$ cat config.mk
export PLATFORM = sky130hd
export DESIGN_NAME = mc_controller_flat
export DESIGN_NICKNAME = d
export VERILOG_FILES = /design/src/rtl/mc_controller_if.sv /design/src/rtl/mc_controller.sv /design/src/flat_wrapper.sv
export SDC_FILE = /design/constraint.sdc
export NUM_CORES = 1
export LEC_CHECK = 0
export CORE_MARGIN = 2
export CORE_UTILIZATION = 46
export DETAILED_ROUTE_END_ITERATION = 6
export PLACE_DENSITY = 0.81
export SLEW_MARGIN = 5
export SYNTH_ARGS = -nofsm -noshare
export SYNTH_HDL_FRONTEND = slang
export SYNTH_SLANG_ARGS = --single-unit
$ cat constraint.sdc
create_clock -name clk -period 3.05 [get_ports clk]
set_clock_uncertainty 0.2 [all_clocks]
set_input_delay 0.305 -clock clk [delete_from_list [all_inputs] [get_ports clk]]
set_output_delay 0.305 -clock clk [all_outputs]
set_load 0.01 [all_outputs]
$ cat src/rtl/mc_controller_if.sv
// Control bundle between the multicycle ARM-subset controller and its datapath.
// master = controller side (drives enables/selects), slave = datapath/IR side.
interface mc_controller_if #(
  parameter int ALUCTL_W = 2,
  parameter int CNT_W    = 16
);
  logic [3:0]          Cond;
  logic [1:0]          Op;
  logic [5:0]          Funct;
  logic [3:0]          Rd;
  logic [3:0]          ALUFlags;

  logic                PCWrite;
  logic                IRWrite;
  logic                MemW;
  logic                RegW;
  logic                AdrSrc;
  logic                LinkW;
  logic [1:0]          ResultSrc;
  logic [1:0]          ALUSrcA;
  logic [1:0]          ALUSrcB;
  logic [1:0]          ImmSrc;
  logic [1:0]          RegSrc;
  logic [ALUCTL_W-1:0] ALUControl;
  logic [3:0]          Flags;
  logic [CNT_W-1:0]    InstrCount;

  modport master (
    input  Cond, Op, Funct, Rd, ALUFlags,
    output PCWrite, IRWrite, MemW, RegW, AdrSrc, LinkW,
    output ResultSrc, ALUSrcA, ALUSrcB, ImmSrc, RegSrc,
    output ALUControl, Flags, InstrCount
  );

  modport slave (
    output Cond, Op, Funct, Rd, ALUFlags,
    input  PCWrite, IRWrite, MemW, RegW, AdrSrc, LinkW,
    input  ResultSrc, ALUSrcA, ALUSrcB, ImmSrc, RegSrc,
    input  ALUControl, Flags, InstrCount
  );
endinterface

$ cat src/rtl/mc_controller.sv
// Multicycle ARM-subset controller: Moore FSM, ALU decode, NZCV register, retired counter.
// Latency 2..5 cycles per instruction, no backpressure; MC_CTRL_BL_EN enables branch-with-link.
module mc_controller #(
  parameter int ALUCTL_W = 2,
  parameter int CNT_W    = 16
) (
  input  logic            clk,
  input  logic            reset,
  mc_controller_if.master bus
);

  typedef enum logic [3:0] {
    FETCH, DECODE, MEMADR, MEMREAD, MEMWB, MEMWRITE,
    EXECR, EXECI, ALUWB, BRANCH, UNDEF
  } state_t;

  localparam logic [ALUCTL_W-1:0] ALU_ADD = '0;
  localparam logic [ALUCTL_W-1:0] ALU_SUB = ALUCTL_W'(1);
  localparam logic [ALUCTL_W-1:0] ALU_AND = ALUCTL_W'(2);
  localparam logic [ALUCTL_W-1:0] ALU_ORR = ALUCTL_W'(3);
  localparam logic [ALUCTL_W-1:0] ALU_EOR = ALUCTL_W'(4);
  localparam logic [ALUCTL_W-1:0] ALU_MOV = ALUCTL_W'(5);

  state_t              state, state_nxt;
  logic [3:0]          flags;
  logic [CNT_W-1:0]    instr_cnt;

  logic                fn, fz, fc, fv;
  logic                cond_ok;
  logic [3:0]          cmd;
  logic                is_cmp, is_arith, pc_dest, in_exec;
  logic [ALUCTL_W-1:0] alu_dec;

  logic                pc_write, ir_write, mem_w, reg_w, adr_src, link_w;
  logic [1:0]          result_src, alu_src_a, alu_src_b;
  logic [ALUCTL_W-1:0] alu_ctl;

  assign {fn, fz, fc, fv} = flags;
  assign cmd      = bus.Funct[4:1];
  assign is_cmp   = (cmd == 4'b1010);
  assign is_arith = (cmd == 4'b0100) || (cmd == 4'b0010) || is_cmp;
  assign pc_dest  = (bus.Rd == 4'b1111);
  assign in_exec  = (state == EXECR) || (state == EXECI);

  // ARM condition codes against the registered flags; NV (1111) never executes.
  always_comb begin
    cond_ok = 1'b0;
    case (bus.Cond)
      4'b0000: cond_ok = fz;
      4'b0001: cond_ok = ~fz;
      4'b0010: cond_ok = fc;
      4'b0011: cond_ok = ~fc;
      4'b0100: cond_ok = fn;
      4'b0101: cond_ok = ~fn;
      4'b0110: cond_ok = fv;
      4'b0111: cond_ok = ~fv;
      4'b1000: cond_ok = fc & ~fz;
      4'b1001: cond_ok = ~fc | fz;
      4'b1010: cond_ok = (fn == fv);
      4'b1011: cond_ok = (fn != fv);
      4'b1100: cond_ok = ~fz & (fn == fv);
      4'b1101: cond_ok = fz | (fn != fv);
      4'b1110: cond_ok = 1'b1;
      default: cond_ok = 1'b0;
    endcase
  end

  always_comb begin
    alu_dec = ALU_ADD;
    case (cmd)
      4'b0100: alu_dec = ALU_ADD;
      4'b0010: alu_dec = ALU_SUB;
      4'b1010: alu_dec = ALU_SUB;
      4'b0000: alu_dec = ALU_AND;
      4'b1100: alu_dec = ALU_ORR;
      4'b0001: if (ALUCTL_W >= 3) alu_dec = ALU_EOR;
      4'b1101: if (ALUCTL_W >= 3) alu_dec = ALU_MOV;
      default: alu_dec = ALU_ADD;
    endcase
  end

  always_ff @(posedge clk) begin
    if (reset) state <= FETCH;
    else       state <= state_nxt;
  end

  // C and V only carry meaning for the adder ops; logic ops keep the old CV.
  always_ff @(posedge clk) begin
    if (reset) begin
      flags <= 4'b0000;
    end else if (in_exec && bus.Funct[0]) begin
      flags[3:2] <= bus.ALUFlags[3:2];
      if (is_arith) flags[1:0] <= bus.ALUFlags[1:0];
    end
  end

  always_ff @(posedge clk) begin
    if (reset)                                   instr_cnt <= '0;
    else if (state != FETCH && state_nxt == FETCH) instr_cnt <= instr_cnt + CNT_W'(1);
  end

  always_comb begin
    state_nxt  = state;
    pc_write   = 1'b0;
    ir_write   = 1'b0;
    mem_w      = 1'b0;
    reg_w      = 1'b0;
    adr_src    = 1'b0;
    link_w     = 1'b0;
    result_src = 2'b00;
    alu_src_a  = 2'b00;
    alu_src_b  = 2'b00;
    alu_ctl    = ALU_ADD;
    case (state)
      FETCH: begin
        ir_write   = 1'b1;
        pc_write   = 1'b1;
        alu_src_a  = 2'b01;
        alu_src_b  = 2'b10;
        result_src = 2'b10;
        state_nxt  = DECODE;
      end
      DECODE: begin
        alu_src_a  = 2'b01;
        alu_src_b  = 2'b10;
        result_src = 2'b10;
        if (!cond_ok) begin
          state_nxt = FETCH;
        end else begin
          case (bus.Op)
            2'b01:   state_nxt = MEMADR;
            2'b00:   state_nxt = bus.Funct[5] ? EXECI : EXECR;
            2'b10:   state_nxt = BRANCH;
            default: state_nxt = UNDEF;
          endcase
        end
      end
      MEMADR: begin
        alu_src_b = 2'b01;
        state_nxt = bus.Funct[0] ? MEMREAD : MEMWRITE;
      end
      MEMREAD: begin
        adr_src   = 1'b1;
        state_nxt = MEMWB;
      end
      MEMWRITE: begin
        adr_src   = 1'b1;
        mem_w     = 1'b1;
        state_nxt = FETCH;
      end
      MEMWB: begin
        result_src = 2'b01;
        if (pc_dest) pc_write = 1'b1;
        else         reg_w    = 1'b1;
        state_nxt = FETCH;
      end
      EXECR: begin
        alu_src_b = 2'b00;
        alu_ctl   = alu_dec;
        state_nxt = ALUWB;
      end
      EXECI: begin
        alu_src_b = 2'b01;
        alu_ctl   = alu_dec;
        state_nxt = ALUWB;
      end
      ALUWB: begin
        // CMP only updates flags; a write to R15 redirects the PC instead.
        if (!is_cmp) begin
          if (pc_dest) pc_write = 1'b1;
          else         reg_w    = 1'b1;
        end
        state_nxt = FETCH;
      end
      BRANCH: begin
        alu_src_b  = 2'b01;
        result_src = 2'b10;
        pc_write   = 1'b1;
`ifdef MC_CTRL_BL_EN
        if (bus.Funct[4] && cond_ok) begin
          reg_w      = 1'b1;
          link_w     = 1'b1;
          result_src = 2'b11;
        end
`endif
        state_nxt = FETCH;
      end
      UNDEF: begin
        state_nxt = FETCH;
      end
      default: begin
        state_nxt = FETCH;
      end
    endcase
  end

  assign bus.PCWrite    = pc_write & ~reset;
  assign bus.IRWrite    = ir_write & ~reset;
  assign bus.MemW       = mem_w    & ~reset;
  assign bus.RegW       = reg_w    & ~reset;
  assign bus.LinkW      = link_w   & ~reset;
  assign bus.AdrSrc     = adr_src;
  assign bus.ResultSrc  = result_src;
  assign bus.ALUSrcA    = alu_src_a;
  assign bus.ALUSrcB    = alu_src_b;
  assign bus.ALUControl = alu_ctl;
  assign bus.ImmSrc     = bus.Op;
  assign bus.RegSrc     = {bus.Op == 2'b01, bus.Op == 2'b10};
  assign bus.Flags      = flags;
  assign bus.InstrCount = instr_cnt;

endmodule

$ cat src/flat_wrapper.sv
// flat-port wrapper written by rule: the top's interface ports become plain ports
module mc_controller_flat 
#(
  parameter int ALUCTL_W = 2,
  parameter int CNT_W    = 16
)
  (clk, reset, bus_Cond, bus_Op, bus_Funct, bus_Rd, bus_ALUFlags, bus_PCWrite, bus_IRWrite, bus_MemW, bus_RegW, bus_AdrSrc, bus_LinkW, bus_ResultSrc, bus_ALUSrcA, bus_ALUSrcB, bus_ImmSrc, bus_RegSrc, bus_ALUControl, bus_Flags, bus_InstrCount);
  mc_controller_if #(.ALUCTL_W(ALUCTL_W), .CNT_W(CNT_W)) bus_i ();
  input  logic clk;
  input  logic reset;
  input wire logic [$bits(bus_i.Cond)-1:0] bus_Cond;
  input wire logic [$bits(bus_i.Op)-1:0] bus_Op;
  input wire logic [$bits(bus_i.Funct)-1:0] bus_Funct;
  input wire logic [$bits(bus_i.Rd)-1:0] bus_Rd;
  input wire logic [$bits(bus_i.ALUFlags)-1:0] bus_ALUFlags;
  output wire logic [$bits(bus_i.PCWrite)-1:0] bus_PCWrite;
  output wire logic [$bits(bus_i.IRWrite)-1:0] bus_IRWrite;
  output wire logic [$bits(bus_i.MemW)-1:0] bus_MemW;
  output wire logic [$bits(bus_i.RegW)-1:0] bus_RegW;
  output wire logic [$bits(bus_i.AdrSrc)-1:0] bus_AdrSrc;
  output wire logic [$bits(bus_i.LinkW)-1:0] bus_LinkW;
  output wire logic [$bits(bus_i.ResultSrc)-1:0] bus_ResultSrc;
  output wire logic [$bits(bus_i.ALUSrcA)-1:0] bus_ALUSrcA;
  output wire logic [$bits(bus_i.ALUSrcB)-1:0] bus_ALUSrcB;
  output wire logic [$bits(bus_i.ImmSrc)-1:0] bus_ImmSrc;
  output wire logic [$bits(bus_i.RegSrc)-1:0] bus_RegSrc;
  output wire logic [$bits(bus_i.ALUControl)-1:0] bus_ALUControl;
  output wire logic [$bits(bus_i.Flags)-1:0] bus_Flags;
  output wire logic [$bits(bus_i.InstrCount)-1:0] bus_InstrCount;
  assign bus_i.Cond = bus_Cond;
  assign bus_i.Op = bus_Op;
  assign bus_i.Funct = bus_Funct;
  assign bus_i.Rd = bus_Rd;
  assign bus_i.ALUFlags = bus_ALUFlags;
  assign bus_PCWrite = bus_i.PCWrite;
  assign bus_IRWrite = bus_i.IRWrite;
  assign bus_MemW = bus_i.MemW;
  assign bus_RegW = bus_i.RegW;
  assign bus_AdrSrc = bus_i.AdrSrc;
  assign bus_LinkW = bus_i.LinkW;
  assign bus_ResultSrc = bus_i.ResultSrc;
  assign bus_ALUSrcA = bus_i.ALUSrcA;
  assign bus_ALUSrcB = bus_i.ALUSrcB;
  assign bus_ImmSrc = bus_i.ImmSrc;
  assign bus_RegSrc = bus_i.RegSrc;
  assign bus_ALUControl = bus_i.ALUControl;
  assign bus_Flags = bus_i.Flags;
  assign bus_InstrCount = bus_i.InstrCount;
  mc_controller #(.ALUCTL_W(ALUCTL_W), .CNT_W(CNT_W)) u_core (.clk(clk), .reset(reset), .bus(bus_i));
endmodule
==> results.md, run 1 <==
* Io pins at 60
* Core footprint at between 3000 and 4000 um^2
* Total die area at 4347 um^2
* Clock-pin slew on the worst setup and hold paths at 0.08 ns
* DRT Pass-1 Iters at 4
* Placed cells at 314
* Synthesis-to-finish area growth at 36.45%
* Dpl hpwl at 3279 um
* Post-synthesis sequential area ratio at 27.23%
* CTS tree: built
* Vias in the first global route at 1603
* Post-CTS Setup Bufs at 0
* DIE WIDTH at 65.93 um
* RR Startpoint: u_core.bus.Flags[3]
* Post-DRT Antenna Nets at 0
* CP Launch Type: primary input
* EDFF count, synth at 0
* CTS Sinks at 24
* Design Area, Final at about 2400 um^2
* Gate Count Post-Synth at 218
* Async set or reset register ratio after synthesis at 0%
* Num CTS Buffers at 3
* Final Hold Vio Count at 0
* Crit path DAT at 2.62 ns
* RSZ-0062 raised after global routing: false
* Wire per inst at roughly 13 um
* Count leader, synth: nor2_1
* CTS Hold Bufs at 0
* Pwr Density at 293.8 nW/um^2
* Max clock buf depth at 2
* Main synth FF type: dfxtp_1
* Slowest stage delay, CP at 0.54 ns
* Effective utilization at floorplan at 48.19%
* Final-report max-slew violation count at 0
* Clk_lat worst skew at ~0.26 ns
* Drt total wl at 4162 um
* PostCTS Resize Cnt at 0
* Post-synth cell types at 50
* Setup_tns at 0 ns
* Hold Crit Start: u_core.bus.InstrCount[1]
* Crit. End Element: flip-flop
* Tightest Pin Transition at 0.5458 ns
* GRT overflow at 0
* Minimum clock period after layout at 2.669 ns
* Number of DRC markers in iteration 0 at ~130
* Top cells by count, synth: nor2_1, dfxtp_1, nor2b_1
* CP max stage cell: clkdlybuf4s50_1
* Yosys reg bits at 24
* Hold Path Sink: u_core.bus.InstrCount[1]
* CP cell instances: clkdlybuf4s50_1 > nand3b_1 > o221a_4 > a2111oi_4 > nand4_4 > a2111oi_2 > mux2_1
* Tcrit/Tclk final at between 80 and 90%
* Tot Pwr at 0.7073 mW
* Final nets at 294
* Die height at 65.93 um
* Share of cells above drive strength 1 at 8.519%
* Synthesis Warnings at 0
* Hold/Removal Path Class: reg -> reg
* R2r endpoint: u_core.bus.InstrCount[13]
* PortBufs at 57
* Max-cap violations at 0
* Required time worst endpoint at 3.00 ns
* R2R setup slack at 0.47 ns
* CP Class: in -> reg
* Core Util, Final at 65.76%
* DRC Markers at 0
* H-tree levels at 1
* Synth area leaders: dfxtp_1, nor2_1, mux2_1, nor2b_1, a21oi_1
* # diodes at 0
* Top cell type's share of synthesized area at 27.23%
* Synthesized area at 1764 um^2
* Worst vdd ir at 0.2402 mV
* Endpoints failing setup at 0
* DP Area at 2352 um^2
* # fillers at 326
* Total GRT Usage at between 20% and 30%
* Outcome: complete, no violations
* GP Congestion at 0.8450
* First-pass GRT wire length at a little over 7000 um
* Post-synth top area cell: dfxtp_1
* Largest fanout on the critical path at 10
* Standard-cell rows at 22
* Vias post-DR at around 1800
* Fmax at 0.3747 GHz
* Root buffer cell: clkbuf_8
* Max_slew headroom at 63.54%
* Hold Path Stages at 2
* Syn avg cell area at between 8 and 9 um^2
* Vias/cell at 5.509
* Finished Layout Cells at 318
* FF-to-FF path depth at 6
* Largest net degree at the start of global routing at 23
* Initial antenna violation count at 0
* Leak at ~0.86 nW
## cell type report
type | instances | area [um^2] | area share [%]
clock buffers | 4 | 55.05 | 2.287
well taps | 48 | 60.06 | 2.495
inverters | 5 | 18.77 | 0.7796
flip-flops and latches | 24 | 480.5 | 19.96
multi-input cells | 175 | 1185 | 49.22
repair buffers | 62 | 608.1 | 25.26
## power by group
part | internal [mW] | switching [mW] | leakage (nW)
Combinational | 0.0850 | 0.0756 | 0.642
Sequential | 0.319 | 0.0143 | 0.194
Clock | 0.115 | 0.0980 | 0.0288
## critical path, delay by kind of cell
| kind | cells | cell delay (ns) |
|---|---|---|
| muxes | 1 | 0.37 |
| AOI/OAI and AO/OA | 3 | 1.04 |
| and+or+nand+nor | 2 | 0.37 |
| buffers and inverters | 1 | 0.54 |
## sequential cells by signal (all words and copies together) (netlist names)
signal,count
u_core.bus.Flags,4
u_core.state,4
u_core.bus.InstrCount,16
## layout by cell type (no fill, tap or decap), types with 6 or more instances in the layout
| master | instances |
|---|---|
| nand2b_1 | 6 |
| nand2_1 | 12 |
| nand3_1 | 7 |
| nor2_1 | 30 |
| mux2_1 | 9 |
| nor3_1 | 7 |
| dfxtp_1 | 24 |
| a21oi_1 | 12 |
| nand4_1 | 9 |
| clkdlybuf4s50_1 | 57 |
| a211oi_1 | 6 |
| nor2b_1 | 15 |
## worst max-delay path by stage
stage                     start  slack [ns]                        end
detailed placement  bus_Cond[3]         0.1  u_core.bus.InstrCount[13]
floorplan           bus_Cond[3]        0.65  u_core.bus.InstrCount[12]
finish              bus_Cond[3]        0.38  u_core.bus.InstrCount[13]
global route        bus_Cond[3]        0.29  u_core.bus.InstrCount[12]
global placement    bus_Cond[3]        0.17  u_core.bus.InstrCount[14]
CTS                 bus_Cond[3]        0.38  u_core.bus.InstrCount[13]
## per-layer routing
layer  track usage, %  share of wire, %  vias to the layer above
met4            4.847              0.96                        0
met1            27.20                47                      817
met2            36.11                49                       33
met3            1.533               2.5                        4
met5                0                 0                        -
li1                 -                 -                      898
## cells by family after synthesis
group                      count (synthesis)  synth area share, %
AOI/OAI and AO/OA                         40                17.73
muxes                                     19                11.77
adders and majority gates                  1               0.7091
and+or+nand+nor                          109                34.54
DFF                                       24                27.23
xor gates and xnor gates                   4                1.986
buffers and inverters                     20                5.816
other                                      1               0.2126
## stage by stage
step / hold WS (ns) / setup WS (ns)
3_3_place_gp: 0.3329 / 0.1654
6_report: 0.3469 / 0.3814
5_1_grt: 0.3931 / 0.2909
2_1_floorplan: 0.2489 / 0.6465
4_1_cts: 0.3490 / 0.3816
3_5_place_dp: 0.3366 / 0.09843
No activity file was read; power rests on OpenSTA's default activity.
==> run 2: changes to the inputs <==
- CORE_MARGIN: 2 -> default
- CTS_CLUSTER_SIZE: default -> 16
==> run 2 against run 1 <==
Against the previous run:
- die area is 6.0% lower
- via count is 2.1% higher
- first-iteration DRC count is 32% lower
- non-clock buffer count stayed put
- hold slack better by 0.0054 ns
- global-route usage is 2.6 points higher
- largest cell class unchanged
- largest power group unchanged
==> results.md, run 2 (synthesis results as in run 1) <==
* CTS Hold Bufs at 0
* Number of DRC markers in iteration 0 at 86
* Slowest stage delay, CP at about 0.54 ns
* Die height at 63.93 um
* Most common cell after layout, fill and taps aside: clkdlybuf4s50_1
* Clk_lat worst skew at 0.27 ns
* DP Area at about 2400 um^2
* Fmax at between 0.3 and 0.4 GHz
* Finished Layout Cells at 318
* RSZ-0062 raised after global routing: false
* DRC Markers at 0
* CTS tree: built
* Clock-pin slew on the worst setup and hold paths at 0.09 ns
* Core footprint at 3661 um^2
* Final Hold Vio Count at 0
* H-tree levels at 1
* Endpoints failing setup at 0
* First-pass GRT wire length at 7603 um
* Total die area at 4087 um^2
* Leak at 0.8718 nW
* DRT Pass-1 Iters at 4
* Vias post-DR at 1788
* GP Congestion at between 0.8 and 0.9
* Worst Path Buf+Inv at 1
* GRT overflow at 0
* Critical path's top delay family: compound AO/OA/AOI/OAI gates
* PostCTS Resize Cnt at 0
* Setup_tns at 0 ns
* Final nets at 294
* Minimum clock period after layout at 2.646 ns
* Hold/Removal Path Class: reg -> reg
* Area of the multi-input gates at 1185 um^2
* Standard-cell rows at 22
* Largest fanout on the critical path at 10
* Pwr Density at between 300 and 400 nW/um^2
* Post-CTS Setup Bufs at 0
* Crit. End Element: flip-flop
* Share of cells above drive strength 1 at 8.519%
* Drt total wl at 4440 um
* Min Hold Slack at 0.3522 ns
* Outcome: complete, no violations
* Number of flip-flops under the largest register name at 16
* Vias/cell at 5.623
* Largest net degree at the start of global routing at 21
* Crit path DAT at 2.61 ns
* Vias in the first global route at approximately 1700
* Synthesis-to-finish area growth at 37.38%
* Root buffer cell: clkbuf_8
* Required time worst endpoint at 3.02 ns
* Effective utilization at floorplan at between 40% and 50%
* Final-report max-slew violation count at 0
* Io pins at 60
* PortBufs at 57
* Max clock buf depth at 2
* # diodes at 0
* Tightest Pin Transition at just over 0.5 ns
* CP Class: in -> reg
* Wire per inst at 13.96 um
* Total GRT Usage at approximately 23%
* Max-cap violations at 0
* Num CTS Buffers at 3
* CTS Sinks at 24
* CP Launch Type: primary input
* Initial antenna violation count at 0
* Most frequent cells in the layout: clkdlybuf4s50_1, nor2_1, dfxtp_1
* Post-DRT Antenna Nets at 0
* # fillers at 306
* Dpl hpwl at 3290 um
* Design Area, Final at 2424 um^2
* DIE WIDTH at between 60 and 70 um
* FF/Latch Area at 480.5 um^2
* Worst vdd ir at around 0.19 mV
* CP cell instances: clkdlybuf4s50_1 > nand3b_1 > o221a_4 > a2111oi_4 > nand4_4 > a2111oi_2 > mux2_1
* CP max stage cell: clkdlybuf4s50_1
* Placed cells at 314
* Max_slew headroom at roughly two thirds
* Tcrit/Tclk final at 86.76%
[run 2: power by group]
part           leakage (nW)  total, mW  internal (mW)  switching (mW)
combinational         0.642      0.163         0.0851          0.0780
sequential            0.194      0.333          0.319          0.0137
clock                0.0357      0.287          0.176           0.111
total                 0.872      0.783          0.580           0.203
[run 2: metal layers]
metal / share of wire (%) / track usage, % / vias to the layer above
met3: 2.8 / 2.321 / 5
met2: 48 / 40.43 / 44
met1: 48 / 30.04 / 843
li1: - / - / 896
met5: 0 / 0 / -
met4: 1.1 / 5.966 / 0
[run 2: metrics by stage]
stage,utilization [%],setup WS [ns],power (mW)
2_1_floorplan,-,0.6465,0.4264
3_3_place_gp,64.25,0.1926,0.4988
3_5_place_dp,64.25,0.1086,0.5020
4_1_cts,66.20,0.3976,0.7846
5_1_grt,66.20,0.2776,0.8175
6_report,66.20,0.4038,0.7834
[run 2: worst paths after layout]
| kind | startpoint | to | slack, ns | cells after the start |
|---|---|---|---|---|
| hold reg to reg | u_core.bus.InstrCount[1] | u_core.bus.InstrCount[1] | 0.35 | 2 |
| setup / recovery | bus_Cond[3] | u_core.bus.InstrCount[13] | 0.40 | 7 |
| hold / removal | u_core.bus.InstrCount[1] | u_core.bus.InstrCount[1] | 0.35 | 2 |
| setup reg to reg | u_core.bus.Flags[3] | u_core.bus.InstrCount[13] | 0.48 | 6 |
[run 2: cell type report]
| class | instances | share of cell area (%) |
|---|---|---|
| multi-input combinational | 175 | 48.89 |
| timing repair buffer | 62 | 25.09 |
| sequential | 24 | 19.82 |
| tap | 48 | 2.478 |
| clock buffer | 3 | 1.704 |
| clock inverter | 1 | 1.239 |
| inverter | 5 | 0.7744 |
[run 2: worst reg2reg max path: stages (launching register included)]
cell and delay (ns):
dfxtp_1 0.47, xor2_1 0.25, o22ai_1 0.20, a2111oi_4 0.37, nand4_4 0.24, a2111oi_2 0.38, mux2_1 0.36
